### src/rtl/rsa256_wrapper.sv
// rsa256_wrapper: bridges an Avalon-MM RS232 UART to a 256-bit RSA core.
// Loads a 32-byte key once, then per 32-byte data block runs the core and returns 31 result bytes.
module rsa256_wrapper (
  input  logic         i_clk,
  input  logic         i_rst_n,
  output logic [4:0]   avm_address,
  output logic         avm_read,
  input  logic [31:0]  avm_readdata,
  output logic         avm_write,
  output logic [31:0]  avm_writedata,
  input  logic         avm_waitrequest,
  output logic         o_core_start,
  output logic [255:0] o_core_a,
  output logic [255:0] o_core_b,
  input  logic         i_core_finished,
  input  logic [255:0] i_core_result
);

  localparam logic [4:0] ADDR_RX     = 5'd0;
  localparam logic [4:0] ADDR_TX     = 5'd4;
  localparam logic [4:0] ADDR_STATUS = 5'd8;
  localparam logic [4:0] LAST_RX     = 5'd31;
  localparam logic [4:0] LAST_TX     = 5'd30;

  typedef enum logic [2:0] {
    S_QRX   = 3'd0,
    S_RX    = 3'd1,
    S_START = 3'd2,
    S_WAIT  = 3'd3,
    S_QTX   = 3'd4,
    S_TX    = 3'd5
  } state_t;

  state_t         state_r, state_s;
  logic [4:0]     cnt_r, cnt_s;
  logic           key_loaded_r, key_loaded_s;
  logic [255:0]   a_r, a_s;
  logic [255:0]   b_r, b_s;
  logic [247:0]   tx_r, tx_s;
  logic [4:0]     addr_r, addr_s;
  logic           read_r, read_s;
  logic           write_r, write_s;
  logic [7:0]     wbyte_r, wbyte_s;
  logic           start_r, start_s;
  logic           rd_done_s;
  logic           wr_done_s;
  logic           unused_s;

  // A transfer completes in the first cycle its request is seen with no stall.
  assign rd_done_s = read_r & ~avm_waitrequest;
  assign wr_done_s = write_r & ~avm_waitrequest;

  // Result byte 31 (bits [255:248]) is never transmitted; upper UART bits carry nothing.
  assign unused_s = ^{avm_readdata[31:8], i_core_result[255:248]};

  // Next-state, byte counter and data-path register updates.
  always_comb begin
    state_s      = state_r;
    cnt_s        = cnt_r;
    key_loaded_s = key_loaded_r;
    a_s          = a_r;
    b_s          = b_r;
    tx_s         = tx_r;
    case (state_r)
      S_QRX: begin
        if (rd_done_s && avm_readdata[7]) begin
          state_s = S_RX;
        end else begin
          state_s = S_QRX;
        end
      end
      S_RX: begin
        if (rd_done_s) begin
          if (key_loaded_r) begin
            b_s = {b_r[247:0], avm_readdata[7:0]};
          end else begin
            a_s = {a_r[247:0], avm_readdata[7:0]};
          end
          if (cnt_r == LAST_RX) begin
            cnt_s = 5'd0;
            if (key_loaded_r) begin
              state_s = S_START;
            end else begin
              key_loaded_s = 1'b1;
              state_s      = S_QRX;
            end
          end else begin
            cnt_s   = cnt_r + 5'd1;
            state_s = S_QRX;
          end
        end else begin
          state_s = S_RX;
        end
      end
      S_START: begin
        state_s = S_WAIT;
      end
      S_WAIT: begin
        if (i_core_finished) begin
          tx_s    = i_core_result[247:0];
          state_s = S_QTX;
        end else begin
          state_s = S_WAIT;
        end
      end
      S_QTX: begin
        if (rd_done_s && avm_readdata[6]) begin
          state_s = S_TX;
        end else begin
          state_s = S_QTX;
        end
      end
      S_TX: begin
        if (wr_done_s) begin
          tx_s = {tx_r[239:0], 8'h00};
          if (cnt_r == LAST_TX) begin
            cnt_s   = 5'd0;
            state_s = S_QRX;
          end else begin
            cnt_s   = cnt_r + 5'd1;
            state_s = S_QTX;
          end
        end else begin
          state_s = S_TX;
        end
      end
      default: begin
        state_s = S_QRX;
      end
    endcase
  end

  // Bus and core-control outputs follow the next state so they can be registered.
  always_comb begin
    read_s  = 1'b0;
    write_s = 1'b0;
    addr_s  = ADDR_STATUS;
    wbyte_s = 8'h00;
    start_s = 1'b0;
    case (state_s)
      S_QRX, S_QTX: begin
        read_s = 1'b1;
      end
      S_RX: begin
        read_s = 1'b1;
        addr_s = ADDR_RX;
      end
      S_TX: begin
        write_s = 1'b1;
        addr_s  = ADDR_TX;
        wbyte_s = tx_s[247:240];
      end
      S_START: begin
        start_s = 1'b1;
      end
      default: begin
        start_s = 1'b0;
      end
    endcase
  end

  // State and output registers with synchronous active-low reset.
  always_ff @(posedge i_clk) begin
    if (!i_rst_n) begin
      state_r      <= S_QRX;
      cnt_r        <= 5'd0;
      key_loaded_r <= 1'b0;
      a_r          <= 256'd0;
      b_r          <= 256'd0;
      tx_r         <= 248'd0;
      addr_r       <= ADDR_STATUS;
      read_r       <= 1'b0;
      write_r      <= 1'b0;
      wbyte_r      <= 8'h00;
      start_r      <= 1'b0;
    end else begin
      state_r      <= state_s;
      cnt_r        <= cnt_s;
      key_loaded_r <= key_loaded_s;
      a_r          <= a_s;
      b_r          <= b_s;
      tx_r         <= tx_s;
      addr_r       <= addr_s;
      read_r       <= read_s;
      write_r      <= write_s;
      wbyte_r      <= wbyte_s;
      start_r      <= start_s;
    end
  end

  assign avm_address   = addr_r;
  assign avm_read      = read_r;
  assign avm_write     = write_r;
  assign avm_writedata = {24'h000000, wbyte_r};
  assign o_core_start  = start_r;
  assign o_core_a      = a_r;
  assign o_core_b      = b_r;

endmodule

### config.mk
export PLATFORM = sky130hd
export DESIGN_NAME = rsa256_wrapper
export DESIGN_NICKNAME = d
export VERILOG_FILES = /design/src/rtl/rsa256_wrapper.sv
export SDC_FILE = /design/constraint.sdc
export NUM_CORES = 2
export LEC_CHECK = 0
export ABC_AREA = 1
export ABC_CLOCK_PERIOD_IN_PS = 2100
export CAP_MARGIN = 20
export CORE_AREA = 2 2 333 335
export CTS_BUF_LIST = sky130_fd_sc_hd__clkbuf_4
export CTS_CLUSTER_DIAMETER = 80
export DETAILED_ROUTE_END_ITERATION = 16
export DIE_AREA = 0 0 335 337
export HOLD_SLACK_MARGIN = 0.12
export SYNTH_ARGS = -nofsm -noshare
export SYNTH_HDL_FRONTEND = slang
export SYNTH_SLANG_ARGS = --single-unit
### constraint.sdc
create_clock -name i_clk -period 2.1 [get_ports i_clk]
set_input_delay 0.21 -clock i_clk [delete_from_list [all_inputs] [get_ports i_clk]]
set_output_delay 0.21 -clock i_clk [all_outputs]
set_load 0.005 [all_outputs]
* Word-level counts from Yosys, hierarchy flattened
Cells that the tools add are included.
Storage, ports and cells: input port bits 292, word-level logic and storage cells 65, flip-flop bits (word level) 785
Cells by class: $add $sub $neg 1, equality and inequality tests 14, bitwise gates (word level) 4, mux-type cells 21, reduce and logical (&&, ||, !) cells 13
Operator list (number):
- $mux W248 | 2
- $pmux W248 S2 | 1
- $mux W5 | 4
- $pmux W3 S6 | 1
- $mux W3 | 5
- $reduce_and A3 Y1 | 5
- $eq A3 B3 Y1 const B | 4
- $eq A5 B5 Y1 const B | 2
- $pmux W5 S2 | 1
- $eq A3 B2 Y1 const B | 3
- $pmux W4 S2 | 1
- $eq A3 B1 Y1 const B | 2
- $logic_not A3 Y1 | 2
- $ne A2 B2 Y1 const B | 3
- $add A5 B1 Y5 const B | 1
- $mux W1 | 5
- $reduce_bool A2 Y1 | 2
- $reduce_or A3 Y1 | 1
- $and A1 B1 Y1 | 2
- $logic_and A1 B1 Y1 | 2
- $mux W2 | 1
- $not A1 Y1 | 2
- $reduce_and A2 Y1 | 1

* Logic depth before layout (Yosys ltp)
depth in word-level cells 8, depth in mapped cells 10

* Least setup slack after synthesis
Ideal clock, no wire load.
kind register to register, start point register, netlist name avm_address[2], end point register tx_r[146], path buffers 2, period minus slack after synthesis 1544 ps, data arrival time 1417 ps, slack 556 ps, required time 1972 ps, library setup time 128 ps, stages on the path, launching flop included 10, cell sequence dfxtp_1 inv_1 nor2_2 inv_1 nand2_1 nand2_1 buf_4 buf_2 a21oi_1 nor2_1
RTL lines:
- to (signal assigned) | RTL line 182 | tx_r <= tx_s;
- to (decl) | RTL line 39 | logic [247:0] tx_r, tx_s;

* Final worst setup path
start point register a_r[37], in the netlist o_core_a[37], end point output o_core_a[37]
RTL lines:
- from (decl) | RTL line 37 | logic [255:0] a_r, a_s;
- from (signal assigned) | RTL line 180 | a_r <= a_s;
- to (decl) | RTL line 13 | output logic [255:0] o_core_a,
No word-level cell between the ends.

==> results.py <==
metrics = {
    "clock_tree": {
        "clockBufferDepth": 3,
        "clock_sinks": 781,
        "insertion_delay_ps": 1130,
        "cts_root_buffer": "clkbuf_4",
        "cts_tree": "built",
        "cts.reportedPaths.clkPinSlew_ps": 70,
        "h-tree-depth": 4,
        "numCtsBuffers": 210,
    },
    "floorplanning": {
        "core_um2": 110000,
        "die_w_um": 335,
        "floorplan.initialDensity_pct": 26.6,
        "die_area_um2": 113000,
        "die_y_um": 337,
        "boundaryPins": 844,
        "num_rows": 122,
    },
    "timing": {
        "layout_setup_ws_ps": 158,
        "hold_viol": 0,
        "maxSlewViolCount": 0,
        "fin_worst_skew_ps": 83.0,
        "setup_violations": 0,
        "min_period_over_period_pct": 92.5,
        "fin_crit_ps": 1940,
        "relSlewSlack_pct": 63.9,
        "max_freq_ghz": 0.515,
        "max_slew.worst_pin.slew_ps": 541,
    },
    "yosys": {
        "yosys_register_bits": 781,
        "synthCells": 4020,
        "yosysTopAreaCellShare_pct": 53.6,
        "synth_warnings": 0,
        "yosysTopAreaCell": "dfxtp_1",
        "syn_area_per_cell_um2": 7.26,
        "synth_cell_types": 20,
        "syn_area_um2": 29200,
        "synth_area_leaders": "dfxtp_1 (54%), nor2_1 (17%), nand2_1 (10%), o21ai_0 (8.6%), a21oi_1 (4.3%)",
        "yosysSeqAreaShare_pct": 53.6,
    },
    "power_and_ir_drop": {
        "power_density_nw_per_um2": 678,
        "p_leak_nw": 19.6,
        "ir_drop_uv": 374,
        "total_power_mw": 30.7,
    },
    "worst_setup_path": {
        "ff2ff_setup_slack_ps": 220,
        "crit_path_top_delay_cell": "dfxtp_1",
        "crit_arrival_ps": 1730,
        "path_buf_inv": 1,
        "slowest_delay_ps": 360,
        "timing.critical_path.cells": "dlygate4sd2_1",
        "path_max_fanout": 3,
        "crit_type": "reg2out",
        "ff2ff_path_depth": 7,
        "r2r_start": "state_r[2]",
        "cp.required_ps": 1890,
        "reg2reg_to": "tx_r[93]",
        "startpoint_type": "register",
        "cp-end-kind": "output port",
        "crit_family": "flip-flops",
        "crit_end": "o_core_a[37]",
        "cp_num_cells": 1,
        "crit_start": "o_core_a[37]",
    },
    "placement": {
        "dp_hpwl_mm": 78.5,
        "placed_cells": 6075,
        "pre_cts_ws_ps": -162,
        "gp_congestion": 0.865,
        "portBuffers": 784,
    },
    "cells_and_area": {
        "fin_cells": 6803,
        "final_cell_mix": "nor2_1 (1,291), nand2_1 (789), o21ai_0 (498)",
        "syn2layout_area_growth_pct": 55.0,
        "layout.nets": 5519,
        "n_fill_cell": 11130,
        "final_util_pct": 41.3,
        "layout-drive-gt1-share_pct": 19.3,
        "layout.cells.most_common": "nor2_1",
        "seqCellArea_um2": 16200,
        "multi_input_area_um2": 12100,
    },
    "detailed_routing": {
        "vias": 30815,
        "first_pass_iters": 5,
        "drc": 0,
        "ant_nets": 0,
        "routed_wl_mm": 116,
        "wl_per_cell_um": 17.0,
        "viasPerCell": 4.53,
        "drt_iter0_markers": 1802,
    },
    "grt": {
        "grt_max_degree": 98,
        "antenna_found_initial": 8,
        "grt.overflow.total": 0,
        "grt_pass1_vias": 29113,
        "grt.total_usage_pct": 19.6,
        "grt_pass1_wl_mm": 171,
    },
    "min_path": {
        "hp-class": "in2reg",
    },
    "job": {
        "cap_viol_max_count": 0,
    },
    "status": {
        "outcome": "completed",
    },
}
[state kept, by name, indices dropped and copies added, names as in the netlist]
name,count
o_core_a,256
o_core_b,256
tx_r,248
wbyte_r,8
cnt_r,5
state_r,3
avm_address,2
avm_read,1
key_loaded_r,1
o_core_start,1
[timing repair]
action | 4_1_cts | 5_1_grt
pin swaps | 0 | 1
hold endpoints to repair | 781 | 1
gates resized for setup | 1432 | 2
setup endpoints to repair | 525 | 10
buffers inserted | 89 | 2
hold buffers | 272 | 1
[stage by stage]
step,hold slack (ps),setup TNS (ps),instance area [um^2]
2_1_floorplan,358,0,29300
3_3_place_gp,448,-276,39000
3_5_place_dp,452,-390,39000
4_1_cts,133,0,45200
5_1_grt,175,-1170,45200
6_report,306,0,45200
[power by group]
group	internal [mW]	total (mW)	switching, mW
Combinational	1.12	1.97	0.847
Sequential	14.8	14.9	0.0787
Clock	7.22	13.8	6.55
Total	23.2	30.7	7.47
[worst min-delay path by stage]
stage	startpoint	to	slack, ps	cells after the start
floorplan	i_core_result[0]	tx_r[0]	360	2
global placement	tx_r[3]	tx_r[3]	450	2
detailed placement	tx_r[3]	tx_r[3]	450	2
CTS	i_core_result[36]	tx_r[36]	130	6
global route	i_core_finished	tx_r[115]	180	6
finish	i_core_result[7]	tx_r[7]	310	4
[cell usage after synthesis]
| master | n |
|---|---|
| ha_1 | 3 |
| nor2_2 | 3 |
| and2_1 | 1 |
| a21oi_1 | 250 |
| buf_4 | 49 |
| nand3_2 | 3 |
| o21ai_0 | 499 |
| conb_1 | 1 |
| nand4_1 | 2 |
| nand3b_1 | 8 |
| clkbuf_1 | 151 |
| buf_2 | 103 |
| dfxtp_1 | 781 |
| nand2_1 | 790 |
| o21ai_1 | 33 |
| buf_1 | 2 |
| inv_1 | 33 |
| inv_2 | 5 |
| nor2_1 | 1291 |
| nand3_1 | 12 |
[cell families after synthesis]
group / synth area share (%)
AO/OA/AOI/OAI: 13.4
other: 0.0128
AND/OR/NAND/NOR: 27.4
adder cells (fa/ha/maj): 0.129
buffers and inverters: 5.48
flip-flops: 53.6
[routing by layer]
layer / GRT usage [%] / vias to the layer above / part of all wire, %
li1: - / 15238 / -
met4: 10.3 / 0 / 4.5
met5: 0 / - / 0
met1: 23.6 / 14252 / 42
met2: 32.1 / 1058 / 47
met3: 4.97 / 267 / 6.4
[area by class of cell]
cell class | count | share of cell area [%]
Sequential cell | 781 | 35.7
Multi-Input combinational cell | 2922 | 26.7
Antenna cell | 10 | 0.0553
Clock buffer | 310 | 5.15
Inverter | 38 | 0.365
Timing Repair Buffer | 1271 | 27.3
Clock inverter | 45 | 0.763
Tap cell | 1426 | 3.94
Power figures use the tool's default switching activity.
